--- src/rtl/calc_req_scheduler_if.sv ---
// rtl/calc_req_scheduler_if.sv - port request/response and ALU issue/return bundle for calc_req_scheduler
interface calc_req_scheduler_if #(
    parameter int DATA_W = 32
);
    logic [3:0]        req1_cmd_in, req2_cmd_in, req3_cmd_in, req4_cmd_in;
    logic [DATA_W-1:0] req1_data_in, req2_data_in, req3_data_in, req4_data_in;
    logic [1:0]        out_resp1, out_resp2, out_resp3, out_resp4;
    logic [DATA_W-1:0] out_data1, out_data2, out_data3, out_data4;
    logic              alu_valid_out;
    logic [3:0]        alu_cmd_out;
    logic [DATA_W-1:0] alu_op1_out, alu_op2_out;
    logic              alu_ready_in;
    logic              alu_valid_in;
    logic [DATA_W-1:0] alu_result_in;
    logic [1:0]        alu_resp_in;
    logic              sched_err_out;

    modport master (
        output req1_cmd_in, req2_cmd_in, req3_cmd_in, req4_cmd_in,
        output req1_data_in, req2_data_in, req3_data_in, req4_data_in,
        output alu_ready_in, alu_valid_in, alu_result_in, alu_resp_in,
        input  out_resp1, out_resp2, out_resp3, out_resp4,
        input  out_data1, out_data2, out_data3, out_data4,
        input  alu_valid_out, alu_cmd_out, alu_op1_out, alu_op2_out, sched_err_out
    );

    modport slave (
        input  req1_cmd_in, req2_cmd_in, req3_cmd_in, req4_cmd_in,
        input  req1_data_in, req2_data_in, req3_data_in, req4_data_in,
        input  alu_ready_in, alu_valid_in, alu_result_in, alu_resp_in,
        output out_resp1, out_resp2, out_resp3, out_resp4,
        output out_data1, out_data2, out_data3, out_data4,
        output alu_valid_out, alu_cmd_out, alu_op1_out, alu_op2_out, sched_err_out
    );
endinterface

--- src/rtl/calc_req_scheduler.sv ---
// rtl/calc_req_scheduler.sv - four-port request scheduler for the shared calc ALU (CALC_SCHED_FIXED_PRIO_EN selects fixed priority)
module calc_req_scheduler #(
    parameter int DATA_W = 32,
    parameter int NPORT  = 4
) (
    input  logic                c_clk,
    input  logic                reset,
    calc_req_scheduler_if.slave bus
);
    typedef enum logic [2:0] {S_IDLE, S_OP2, S_PEND, S_FLIGHT, S_RESP} state_t;

    logic [3:0]        req_cmd  [NPORT];
    logic [DATA_W-1:0] req_data [NPORT];
    state_t            state_q  [NPORT];
    state_t            state_d  [NPORT];
    logic [3:0]        cmd_q    [NPORT];
    logic [DATA_W-1:0] op1_q    [NPORT];
    logic [DATA_W-1:0] op2_q    [NPORT];
    logic [DATA_W-1:0] data_q   [NPORT];
    logic [1:0]        resp_q   [NPORT];
    logic [1:0]        fifo_q   [4];
    logic [1:0]        wr_ptr_q, rd_ptr_q;
    logic [2:0]        count_q;
    logic [NPORT-1:0]  eligible;
    logic              grant_vld;
    logic [1:0]        grant_idx, search_base, head_tag;
    logic              ret_hit, ret_orphan;

    assign req_cmd[0]  = bus.req1_cmd_in;
    assign req_cmd[1]  = bus.req2_cmd_in;
    assign req_cmd[2]  = bus.req3_cmd_in;
    assign req_cmd[3]  = bus.req4_cmd_in;
    assign req_data[0] = bus.req1_data_in;
    assign req_data[1] = bus.req2_data_in;
    assign req_data[2] = bus.req3_data_in;
    assign req_data[3] = bus.req4_data_in;
    assign bus.out_resp1 = resp_q[0];
    assign bus.out_resp2 = resp_q[1];
    assign bus.out_resp3 = resp_q[2];
    assign bus.out_resp4 = resp_q[3];
    assign bus.out_data1 = data_q[0];
    assign bus.out_data2 = data_q[1];
    assign bus.out_data3 = data_q[2];
    assign bus.out_data4 = data_q[3];

    function automatic logic cmd_ok(input logic [3:0] c);
        return (c == 4'd1) || (c == 4'd2) || (c == 4'd5) || (c == 4'd6);
    endfunction

    assign head_tag   = fifo_q[rd_ptr_q];
    assign ret_hit    = bus.alu_valid_in && (count_q != 3'd0);
    assign ret_orphan = bus.alu_valid_in && (count_q == 3'd0);

    // A port in OP2 already competes: operand 2 is forwarded from the input so issue lands at T+2.
    always_comb begin
        eligible = '0;
        for (int i = 0; i < NPORT; i++) begin
            eligible[i] = (state_q[i] == S_PEND) ||
                          ((state_q[i] == S_OP2) && cmd_ok(cmd_q[i]));
        end
    end

`ifdef CALC_SCHED_FIXED_PRIO_EN
    assign search_base = 2'd0;
`else
    logic [1:0] rr_ptr_q;
    assign search_base = rr_ptr_q;

    always_ff @(posedge c_clk) begin
        if (reset) begin
            rr_ptr_q <= 2'd0;
        end else if (grant_vld) begin
            rr_ptr_q <= grant_idx + 2'd1;
        end
    end
`endif

    // Scan from the far end so the closest eligible port to search_base wins.
    always_comb begin
        grant_vld = 1'b0;
        grant_idx = 2'd0;
        for (int k = NPORT - 1; k >= 0; k--) begin
            if (bus.alu_ready_in && eligible[search_base + 2'(k)]) begin
                grant_vld = 1'b1;
                grant_idx = search_base + 2'(k);
            end
        end
    end

    always_comb begin
        for (int i = 0; i < NPORT; i++) begin
            state_d[i] = state_q[i];
            case (state_q[i])
                S_IDLE:   if (req_cmd[i] != 4'd0) state_d[i] = S_OP2;
                S_OP2: begin
                    if (!cmd_ok(cmd_q[i]))                          state_d[i] = S_RESP;
                    else if (grant_vld && (grant_idx == 2'(i)))     state_d[i] = S_FLIGHT;
                    else                                            state_d[i] = S_PEND;
                end
                S_PEND:   if (grant_vld && (grant_idx == 2'(i))) state_d[i] = S_FLIGHT;
                S_FLIGHT: if (ret_hit && (head_tag == 2'(i)))    state_d[i] = S_RESP;
                S_RESP:   state_d[i] = (req_cmd[i] != 4'd0) ? S_OP2 : S_IDLE;
                default:  state_d[i] = S_IDLE;
            endcase
        end
    end

    always_ff @(posedge c_clk) begin
        if (reset) begin
            for (int i = 0; i < NPORT; i++) begin
                state_q[i] <= S_IDLE;
                cmd_q[i]   <= 4'd0;
                op1_q[i]   <= '0;
                op2_q[i]   <= '0;
                resp_q[i]  <= 2'b00;
                data_q[i]  <= '0;
            end
            for (int f = 0; f < 4; f++) fifo_q[f] <= 2'd0;
            wr_ptr_q          <= 2'd0;
            rd_ptr_q          <= 2'd0;
            count_q           <= 3'd0;
            bus.alu_valid_out <= 1'b0;
            bus.alu_cmd_out   <= 4'd0;
            bus.alu_op1_out   <= '0;
            bus.alu_op2_out   <= '0;
            bus.sched_err_out <= 1'b0;
        end else begin
            for (int i = 0; i < NPORT; i++) begin
                state_q[i] <= state_d[i];
                if (((state_q[i] == S_IDLE) || (state_q[i] == S_RESP)) && (req_cmd[i] != 4'd0)) begin
                    cmd_q[i] <= req_cmd[i];
                    op1_q[i] <= req_data[i];
                end
                if (state_q[i] == S_OP2) op2_q[i] <= req_data[i];
                resp_q[i] <= 2'b00;
                data_q[i] <= '0;
                if (state_d[i] == S_RESP) begin
                    if (state_q[i] == S_OP2) begin
                        resp_q[i] <= 2'b10;
                    end else begin
                        resp_q[i] <= bus.alu_resp_in;
                        data_q[i] <= bus.alu_result_in;
                    end
                end
            end

            bus.alu_valid_out <= grant_vld;
            if (grant_vld) begin
                bus.alu_cmd_out  <= cmd_q[grant_idx];
                bus.alu_op1_out  <= op1_q[grant_idx];
                bus.alu_op2_out  <= (state_q[grant_idx] == S_OP2) ? req_data[grant_idx] : op2_q[grant_idx];
                fifo_q[wr_ptr_q] <= grant_idx;
                wr_ptr_q         <= wr_ptr_q + 2'd1;
            end
            if (ret_hit) rd_ptr_q <= rd_ptr_q + 2'd1;
            count_q           <= count_q + {2'b00, grant_vld} - {2'b00, ret_hit};
            bus.sched_err_out <= ret_orphan;
        end
    end
endmodule
--- src/flat_wrapper.sv ---
// flat-port wrapper written by rule: the top's interface ports become plain ports
module calc_req_scheduler_flat 
#(
    parameter int DATA_W = 32,
    parameter int NPORT  = 4
)
  (c_clk, reset, bus_req1_cmd_in, bus_req2_cmd_in, bus_req3_cmd_in, bus_req4_cmd_in, bus_req1_data_in, bus_req2_data_in, bus_req3_data_in, bus_req4_data_in, bus_alu_ready_in, bus_alu_valid_in, bus_alu_result_in, bus_alu_resp_in, bus_out_resp1, bus_out_resp2, bus_out_resp3, bus_out_resp4, bus_out_data1, bus_out_data2, bus_out_data3, bus_out_data4, bus_alu_valid_out, bus_alu_cmd_out, bus_alu_op1_out, bus_alu_op2_out, bus_sched_err_out);
  calc_req_scheduler_if #(.DATA_W(DATA_W)) bus_i ();
  input  logic c_clk;
  input  logic reset;
  input wire logic [$bits(bus_i.req1_cmd_in)-1:0] bus_req1_cmd_in;
  input wire logic [$bits(bus_i.req2_cmd_in)-1:0] bus_req2_cmd_in;
  input wire logic [$bits(bus_i.req3_cmd_in)-1:0] bus_req3_cmd_in;
  input wire logic [$bits(bus_i.req4_cmd_in)-1:0] bus_req4_cmd_in;
  input wire logic [$bits(bus_i.req1_data_in)-1:0] bus_req1_data_in;
  input wire logic [$bits(bus_i.req2_data_in)-1:0] bus_req2_data_in;
  input wire logic [$bits(bus_i.req3_data_in)-1:0] bus_req3_data_in;
  input wire logic [$bits(bus_i.req4_data_in)-1:0] bus_req4_data_in;
  input wire logic [$bits(bus_i.alu_ready_in)-1:0] bus_alu_ready_in;
  input wire logic [$bits(bus_i.alu_valid_in)-1:0] bus_alu_valid_in;
  input wire logic [$bits(bus_i.alu_result_in)-1:0] bus_alu_result_in;
  input wire logic [$bits(bus_i.alu_resp_in)-1:0] bus_alu_resp_in;
  output wire logic [$bits(bus_i.out_resp1)-1:0] bus_out_resp1;
  output wire logic [$bits(bus_i.out_resp2)-1:0] bus_out_resp2;
  output wire logic [$bits(bus_i.out_resp3)-1:0] bus_out_resp3;
  output wire logic [$bits(bus_i.out_resp4)-1:0] bus_out_resp4;
  output wire logic [$bits(bus_i.out_data1)-1:0] bus_out_data1;
  output wire logic [$bits(bus_i.out_data2)-1:0] bus_out_data2;
  output wire logic [$bits(bus_i.out_data3)-1:0] bus_out_data3;
  output wire logic [$bits(bus_i.out_data4)-1:0] bus_out_data4;
  output wire logic [$bits(bus_i.alu_valid_out)-1:0] bus_alu_valid_out;
  output wire logic [$bits(bus_i.alu_cmd_out)-1:0] bus_alu_cmd_out;
  output wire logic [$bits(bus_i.alu_op1_out)-1:0] bus_alu_op1_out;
  output wire logic [$bits(bus_i.alu_op2_out)-1:0] bus_alu_op2_out;
  output wire logic [$bits(bus_i.sched_err_out)-1:0] bus_sched_err_out;
  assign bus_i.req1_cmd_in = bus_req1_cmd_in;
  assign bus_i.req2_cmd_in = bus_req2_cmd_in;
  assign bus_i.req3_cmd_in = bus_req3_cmd_in;
  assign bus_i.req4_cmd_in = bus_req4_cmd_in;
  assign bus_i.req1_data_in = bus_req1_data_in;
  assign bus_i.req2_data_in = bus_req2_data_in;
  assign bus_i.req3_data_in = bus_req3_data_in;
  assign bus_i.req4_data_in = bus_req4_data_in;
  assign bus_i.alu_ready_in = bus_alu_ready_in;
  assign bus_i.alu_valid_in = bus_alu_valid_in;
  assign bus_i.alu_result_in = bus_alu_result_in;
  assign bus_i.alu_resp_in = bus_alu_resp_in;
  assign bus_out_resp1 = bus_i.out_resp1;
  assign bus_out_resp2 = bus_i.out_resp2;
  assign bus_out_resp3 = bus_i.out_resp3;
  assign bus_out_resp4 = bus_i.out_resp4;
  assign bus_out_data1 = bus_i.out_data1;
  assign bus_out_data2 = bus_i.out_data2;
  assign bus_out_data3 = bus_i.out_data3;
  assign bus_out_data4 = bus_i.out_data4;
  assign bus_alu_valid_out = bus_i.alu_valid_out;
  assign bus_alu_cmd_out = bus_i.alu_cmd_out;
  assign bus_alu_op1_out = bus_i.alu_op1_out;
  assign bus_alu_op2_out = bus_i.alu_op2_out;
  assign bus_sched_err_out = bus_i.sched_err_out;
  calc_req_scheduler #(.DATA_W(DATA_W), .NPORT(NPORT)) u_core (.c_clk(c_clk), .reset(reset), .bus(bus_i));
endmodule
--- config.mk ---
export PLATFORM = sky130hd
export DESIGN_NAME = calc_req_scheduler_flat
export DESIGN_NICKNAME = d
export VERILOG_FILES = /design/src/rtl/calc_req_scheduler_if.sv /design/src/rtl/calc_req_scheduler.sv /design/src/flat_wrapper.sv
export SDC_FILE = /design/constraint.sdc
export NUM_CORES = 1
export LEC_CHECK = 0
export CORE_AREA = 3 3 178 250
export CTS_CLUSTER_SIZE = 12
export DETAILED_ROUTE_END_ITERATION = 7
export DIE_AREA = 0 0 181 253
export PLACE_DENSITY = 0.79
export SETUP_SLACK_MARGIN = 0.2
export SLEW_MARGIN = 20
export SYNTH_ARGS = -nofsm -noshare
export SYNTH_HDL_FRONTEND = slang
export SYNTH_SLANG_ARGS = --single-unit
--- constraint.sdc ---
create_clock -name c_clk -period 4.32 [get_ports c_clk]
set_input_delay 0.864 -clock c_clk [delete_from_list [all_inputs] [get_ports c_clk]]
set_output_delay 0.864 -clock c_clk [all_outputs]
set_load 0.02 [all_outputs]
==> metrics list, run 1 <==
* Run status: finished clean
- TritonCTS built the clock tree.
- Required @ worst endpoint: 4.80 ns
* Number of library cell types mapped by synthesis: 66
- The count of buffers added on input and output ports is 387.
* Area share of xor/xnor cells in the synthesized design: 0.00313
- Width of the die: 181 um
- Post-CTS sizing: 0
- Once routing completed, OpenROAD measured the worst setup slack at 0.509 ns.
* Iter 0 DRT Violations: 2172
- After detailed routing, the average wire length per cell comes to 25.8 um.
* Slew headroom: 0.221
- Primary flip-flop cell chosen by synthesis mapping: edfxtp_1
- Hold-fix buffers at CTS: 0
- Average vias per placed instance: 6.27
- The slowest stage of the critical path belongs to the cell dfxtp_1.
- Max Freq: 0.262 GHz
* Unrepaired setup endpoints after global routing: no
- Yosys printed 0 warnings.
- In this run the post-CTS setup repair buffer count came out at 0.
- Number of global-route vias before repair: 17900
- Delay of the slowest cell on the worst path: 0.52 ns
* Total wire length after detailed routing: 73200 um
- Data arrival, critical path: 4.29 ns
- Antenna viol nets, final: 0
* Skew final: 0.0241 ns
- Main combinational cell family by area after synthesis: simple AND/OR/NAND/NOR gates
- The most common cell in the synthesized netlist is edfxtp_1.
* Cells after DPL: 2750
- Maximum level of the CTS H-tree: 2
- The region available for standard cell placement spans 0.0422 mm2.
* Leading cell types by count after synthesis: 382 x edfxtp_1, 373 x and2_1, 127 x dfxtp_1, 115 x clkbuf_1, 103 x nor2_1
- P_leak: 0.0106 uW
- Of the cells placed in the final design, the portion with a size suffix greater than 1 is 0.0706.
- The die is 253 um tall.
- Share of the synthesized area in the top cell type: 0.513
* Sinks on Clock Net: 509
* First-pass iteration count of the detailed router: 7
- Clock tree synthesis selected as its root buffer the cell clkbuf_16.
- Cell area after technology mapping: 0.0224 mm2
* GRT overflow: 0
- I/O Pins: 388
- Die outline area: 0.0458 mm2
* Critical Setup Path Class: flip-flop to flip-flop
* Diodes inserted: 0
* Initial antenna violation count: 3
- Synth async-reset ratio: 0
- The first global-routing pass estimated 108000 um of wire.
- Utilization after layout: 0.681
- Final period utilization: 0.882
* IR Drop Worst-Case VDD: 0.587 mV
* Setup violators final: 0
- Adder-Cell Fraction of Synth Area: 0.00201
- Clock-pin slew was measured on the worst setup and hold paths at 0.07 ns.
- Starting utilization of the core area: 0.530
* Setup WS pre-CTS: 0.561 ns
- Together, buffers and inverters on the worst path number 3.
* Slew at the pin closest to its max-slew limit: 1.17 ns
- Measured against the total synthesized area, the mux share comes to 0.0340.
* Detailed placement HPWL: 46500 um
- The final route contains 17800 vias.
- Clock latency at the later pin of the worst-skew pair: 0.59 ns
* Overall track demand over capacity in global routing: 0.309
- Number of nets at the end of the flow: 2441
- The fraction of the mapped netlist area in compound gates came to 0.125.
- Max-slew violation count: 0
* Biggest area consumer among synthesized cells: edfxtp_1
- Fill cells in the final layout number 2992.
* Final Hold Viols: 0
- Max-Cap Viols: 0
- Family with the most delay on the worst path: simple AND/OR/NAND/NOR gates
- Worst setup EP type: flip-flop
- The congestion estimate from routability-driven global placement came to 0.921.
* Clock buffers created by TritonCTS: 49
- Average footprint of a synthesized cell: 12.3 um2
- Count of unresolved DRC violations after routing: 0
- Startpoint type of the worst setup path: flip-flop
* EDFF count, synth: 382
* Maximum number of pins on one net before global-route repair: 73
* Area added between synthesis and finish: 28.5%
* Cell Pwr Density: 649 mW/mm2
- No sink is reached through more buffers than the 3 on the longest clock path.
* Cell-by-cell listing of the critical path: or3b_2 -> o41ai_2 -> buf_4 -> and2_1 -> o32a_2 -> nand3_2 -> buf_4 -> nor2_4 -> buf_4 -> a221oi_1 -> a211oi_1
* Crit path time final: 3.81 ns
* Maximum fanout along the worst path: 19
* Post-synthesis sequential area ratio: 0.627
- On the final layout, the worst hold slack is 0.459 ns.
- In the final timing run, aggregate negative setup slack is 0 ns.
* Number of standard cells in the layout, taps in and fillers out: 2840
* Core Rows: 89
- The path class of the tightest hold or removal check is flip-flop to flip-flop.
* Synth top area cells: edfxtp_1 51%, dfxtp_1 11%, and2_1 10%, a211oi_1 2.3%, clkbuf_1 1.9%
* Synth Register Bits: 509
* Gate count after technology mapping: 1822
- Of the total synthesized cell area, the portion taken by AND, OR, NAND and NOR gates is 0.177.
- Most prevalent standard cell on the critical path: buf_4
-- state kept, by name (all words and copies together), names as in the netlist, named ones only --
name	flops
u_core.bus.alu_cmd_out	4
u_core.bus.alu_op1_out	32
u_core.bus.alu_op2_out	32
u_core.bus.alu_valid_out	1
u_core.bus.sched_err_out	1
u_core.cmd_q	16
u_core.count_q	3
u_core.data_q	128
u_core.fifo_q	8
u_core.op1_q	128
u_core.op2_q	128
u_core.rd_ptr_q	2
u_core.resp_q	8
u_core.rr_ptr_q	2
u_core.state_q	12
u_core.wr_ptr_q	2
-- stage by stage --
step	cell area, um2	total power (uW)
after floorplan	22700	11400
after global placement	27300	14200
after detailed placement	27300	14400
after CTS	28700	18400
after global routing	28700	19300
final	28700	18700
-- kinds of logic after synthesis --
family,Yosys count
buffers and inverters,172
adders and majority gates,3
muxes,68
xor gates and xnor gates,8
and+or+nand+nor,702
other,1
DFF,509
AOI/OAI and AO/OA,359
-- placed cells by master (no fill, tap or decap), types with 12 or more instances in the layout --
cell	count
mux2_1	28
o21ai_0	37
o21bai_1	32
conb_1	102
nand2_1	67
mux2i_1	32
nor4_1	67
edfxtp_1	382
a21oi_1	15
clkbuf_16	51
and2_1	373
nor3_1	12
dfxtp_1	127
a31oi_1	35
and3_1	34
a211o_1	31
a221oi_1	32
nor2_1	92
clkdlybuf4s50_1	386
a211oi_1	69
buf_4	49
clkbuf_1	34
a2111oi_0	31
a222oi_1	32
-- worst reg2reg max path: cells and delay by family, from the launching register on --
family | cells | cell delay, ns
compound gates | 4 | 0.74
buf+inv | 3 | 1.00
flops | 1 | 0.52
simple gates | 4 | 1.46
-- final timing paths --
kind,startpoint,end,slack (ns),cells after the start
worst min-delay path,u_core.bus.alu_cmd_out[1],u_core.bus.alu_cmd_out[1],0.46,2
worst max register to register,u_core.state_q[3][1],u_core.bus.alu_op1_out[1],0.51,11
worst max-delay path,u_core.state_q[3][1],u_core.bus.alu_op1_out[1],0.51,11
worst min register to register,u_core.bus.alu_cmd_out[1],u_core.bus.alu_cmd_out[1],0.46,2
-- power breakdown --
group          internal [uW]  switching [uW]  leakage (uW)  total, uW
Combinational           2410            4860       0.00480       7270
Clock                   2230            1800      0.000689       4030
Sequential              6770             584       0.00515       7360
-- metal layers --
layer,track usage,vias up,part of all wire
met2,0.517,1435,0.48
met3,0.0625,356,0.11
met4,0.188,4,0.069
li1,-,7605,-
met1,0.368,8406,0.34
met5,0,-,0.00031
-- final cells by class --
type | count | area, um2 | share of cell area
tap | 546 | 683 | 0.0238
timing repair buffer | 442 | 4370 | 0.152
inverter | 12 | 46.3 | 0.00161
sequential | 509 | 14000 | 0.488
clock buffer | 87 | 1430 | 0.0498
multi-input combinational | 1242 | 8180 | 0.285
clock inverter | 2 | 12.5 | 0.000435
No activity file was read; power rests on OpenSTA's default activity.
==> run 2, diff against run 1 <==
--- a/config.mk
+++ b/config.mk
@@ -9,9 +9,11 @@
 export CTS_CLUSTER_SIZE = 12
 export DETAILED_ROUTE_END_ITERATION = 7
 export DIE_AREA = 0 0 181 253
+export GPL_ROUTABILITY_DRIVEN = 0
+export MAX_ROUTING_LAYER = met4
 export PLACE_DENSITY = 0.79
 export SETUP_SLACK_MARGIN = 0.2
-export SLEW_MARGIN = 20
+export SLEW_MARGIN = 10
 export SYNTH_ARGS = -nofsm -noshare
 export SYNTH_HDL_FRONTEND = slang
 export SYNTH_SLANG_ARGS = --single-unit
==> run 2 against run 1 <==
Final cell count is 0.21% higher. Highest routed layer is now met4. Routed wire length fell by 2.4%. Combinational power down 2%. Clock skew decreased by 0.0094 ns. Worst setup slack got worse by 0.087 ns. First-iteration DRC count fell by 0.97%. Critical path depth decreased by 2. Non-clock buffer count is the same. Flip-flop and latch count did not move. Global-route usage hardly changed. Die area stayed put. Worst hold slack worse by 0.0013 ns.
==> metrics list, run 2 (synthesis gave the netlist of run 1 again) <==
- The detailed-route wire length is 71500 um (-2.4%).
* Most frequent standard cell in the layout excluding fill and tap cells: clkdlybuf4s50_1
- CP max stage cell: o211a_2
- Antenna viol nets, final: 0 (unchanged)
* Maximum fanout along the worst path: 18 (-1)
- Data arrival, critical path: 4.33 ns (+0.04 ns)
- Maximum number of pins on one net before global-route repair: 67 (-8.2%)
* Width of the die: 181 um (unchanged)
- Worst setup EP type: flip-flop
- In this run the worst hold path is classified as flip-flop to flip-flop.
- The initial antenna violation count came to 4 (+1).
- The number of design-rule violations left by the first detailed-router iteration was 2151 (-0.97%).
- The length of the first detailed-routing pass in iterations came to 8 (+1).
- The post-cts hold buffer count is 0 (unchanged).
* Unrepaired setup endpoints after global routing: yes
* Final period utilization: 0.902 (+0.0201)
* Overall track demand over capacity in global routing: 0.308 (about the same)
- Part of the power in the clock network: 0.220 (+0.004)
- The number of global-route vias before repair is 17800 (-0.65%).
* First-pass GRT wire length: 105000 um (-2.5%)
* Average vias per placed instance: 6.20 (-1.1%)
- Broken down by cell family, the worst path's largest delay share belongs to compound AO/OA/AOI/OAI gates.
- Share of layout cells above drive strength 1: 0.0740 (+0.00339)
* Worst Path Buf+Inv: 1 (-2)
* Setup violators final: 0 (unchanged)
* Launch point of the worst reg-to-reg path: u_core.state_q[2][0]
- Max Freq: 0.257 GHz (-2.2%)
- The boundary pin count came to 388 (unchanged).
- The number of buffers between clock root and the deepest sink is 3 (unchanged).
* Crit path time final: 3.90 ns (+0.0869 ns)
* Number of nets at the end of the flow: 2443 (+0.082%)
- The fraction of power spent switching nets was 0.384 (-0.00480).
- The number of rows created at floorplan came to 89 (unchanged).
- P_leak: 0.0107 uW (+0.17%)
* Largest registers: u_core.data_q: 128 flops, u_core.op1_q: 128 flops, u_core.op2_q: 128 flops
* Count of unresolved DRC violations after routing: 0 (unchanged)
- Max-slew violation count: 0 (unchanged)
- TritonCTS built the clock tree.
- Skew final: 0.0147 ns (-0.00939 ns)
* Switching power: 7150 uW (-1.3%)
- IR Drop Worst-Case VDD: 0.543 mV (-7.4%)
- Commonest cells after routing, fill and taps aside: 386 x clkdlybuf4s50_1, 382 x edfxtp_1, 373 x and2_1
- Required @ worst endpoint: 4.76 ns (-0.04 ns)
- Worst setup startpoint: u_core.state_q[2][0]
- Run status: finished clean
- The initial core utilization came to 0.530 (unchanged).
- The TritonCTS buffer count was 50 (+2.0%).
* Via count: 17600 (-0.89%)
- Critical Setup Path Class: flip-flop to flip-flop
- Total negative slack for setup checks: 0 ns (unchanged)
- Startpoint of the worst hold path: u_core.bus.alu_cmd_out[1]
* Clock slew seen by the registers of the worst setup and hold paths: 0.07 ns (about the same)
* Clock latency at the later pin of the worst-skew pair: 0.58 ns (about the same)
* Cell Pwr Density: 648 mW/mm2 (-0.22%)
- The combinational cell fraction of total power is 0.384 (-0.006).
* Wirelength per Cell: 25.1 um (-2.6%)
- Sinks on Clock Net: 509 (unchanged)
- The die area is 0.0458 mm2 (unchanged).
* GRT overflow: 0 (unchanged)
- The overall power consumption came to 18600 uW (about the same).
- Slew at the pin closest to its max-slew limit: 1.18 ns (+0.0123 ns)
- Maximum level of the CTS H-tree: 2 (unchanged)
- The final hold violation count came to 0 (unchanged).
* Max-Cap Viols: 0 (unchanged)
- The worst setup path is launched from a flip-flop.
* Slew headroom: 0.212 (-0.00821)
- Part of the total power dissipated in sequential elements: 0.395 (about the same)
- Area added between synthesis and finish: 28.7%
- Cell-by-cell listing of the critical path: nor3b_1 -> a32oi_1 -> o211ai_1 -> a31o_2 -> nand3_2 -> o211a_2 -> buf_4 -> a2111oi_0 -> a211oi_1
- Die Ht: 253 um (unchanged)
- The internal power consumption is 11500 uW (+0.70%).
* Buffers added on ports: 387 (unchanged)
* CTS Root Buffer Type: clkbuf_16
- The sum of net half-perimeters after detailed placement came to 45800 um (-1.6%).
- Delay of the slowest cell on the worst path: 0.56 ns (+0.04 ns)
- Area of the core: 0.0422 mm2 (unchanged)
[run 2: per-stage QoR]
step / area, um2 / utilization / cells / hold WS, ns / setup slack, ns
floorplan: 22700 / - / 1923 / 0.420 / 1.05
global placement: 27300 / 0.646 / 2751 / 0.435 / 0.693
detailed placement: 27300 / 0.646 / 2751 / 0.444 / 0.386
CTS: 28800 / 0.681 / 2842 / 0.453 / 0.357
global route: 28800 / 0.682 / 2846 / 0.481 / 0.184
finish: 28800 / 0.682 / 2846 / 0.457 / 0.422
[run 2: metal layers]
layer	GRT usage	wire, um	vias up
li1	-	-	7601
met1	0.366	24600	8282
met2	0.501	34200	1422
met3	0.0569	7840	343
met4	0.168	4750	0
met5	-	0	-
[run 2: timing repair]
item                                    in CTS  in global routing
resized for setup                            0                  3
setup buffers                                0                  0
endpoints found under the setup margin       0                 34
[run 2: cell type report]
type                            instances  area, um2
Sequential cell                       509      14000
Fill cell                            2972      13400
Multi-Input combinational cell       1243       8180
Timing Repair Buffer                  442       4350
Clock buffer                           85       1440
Tap cell                              546        683
Clock inverter                          6       58.8
Inverter                               12       46.3
Antenna cell                            3       7.51
[run 2: tightest hold or removal path: stages (launching register included)]
cell and delay [ns]:
dfxtp_1 0.31, nand2_1 0.05, a21oi_1 0.05
[run 2: power by group through the flow]
stage | logic, uW | clock network, uW | registers, uW
4_1_cts | 6940 | 4140 | 7340
2_1_floorplan | 3820 | 0 | 7570
6_report | 7160 | 4110 | 7370
5_1_grt | 7490 | 4340 | 7460
3_5_place_dp | 6890 | 0 | 7420
3_3_place_gp | 6690 | 0 | 7360
[run 2: path summary, 6_finish.rpt]
kind,end,cells past startpoint,slack [ns]
worst max register to register,u_core.bus.alu_op2_out[10],9,0.42
worst min-delay path,u_core.bus.alu_cmd_out[1],2,0.46
worst min register to register,u_core.bus.alu_cmd_out[1],2,0.46
worst max-delay path,u_core.bus.alu_op2_out[10],9,0.42
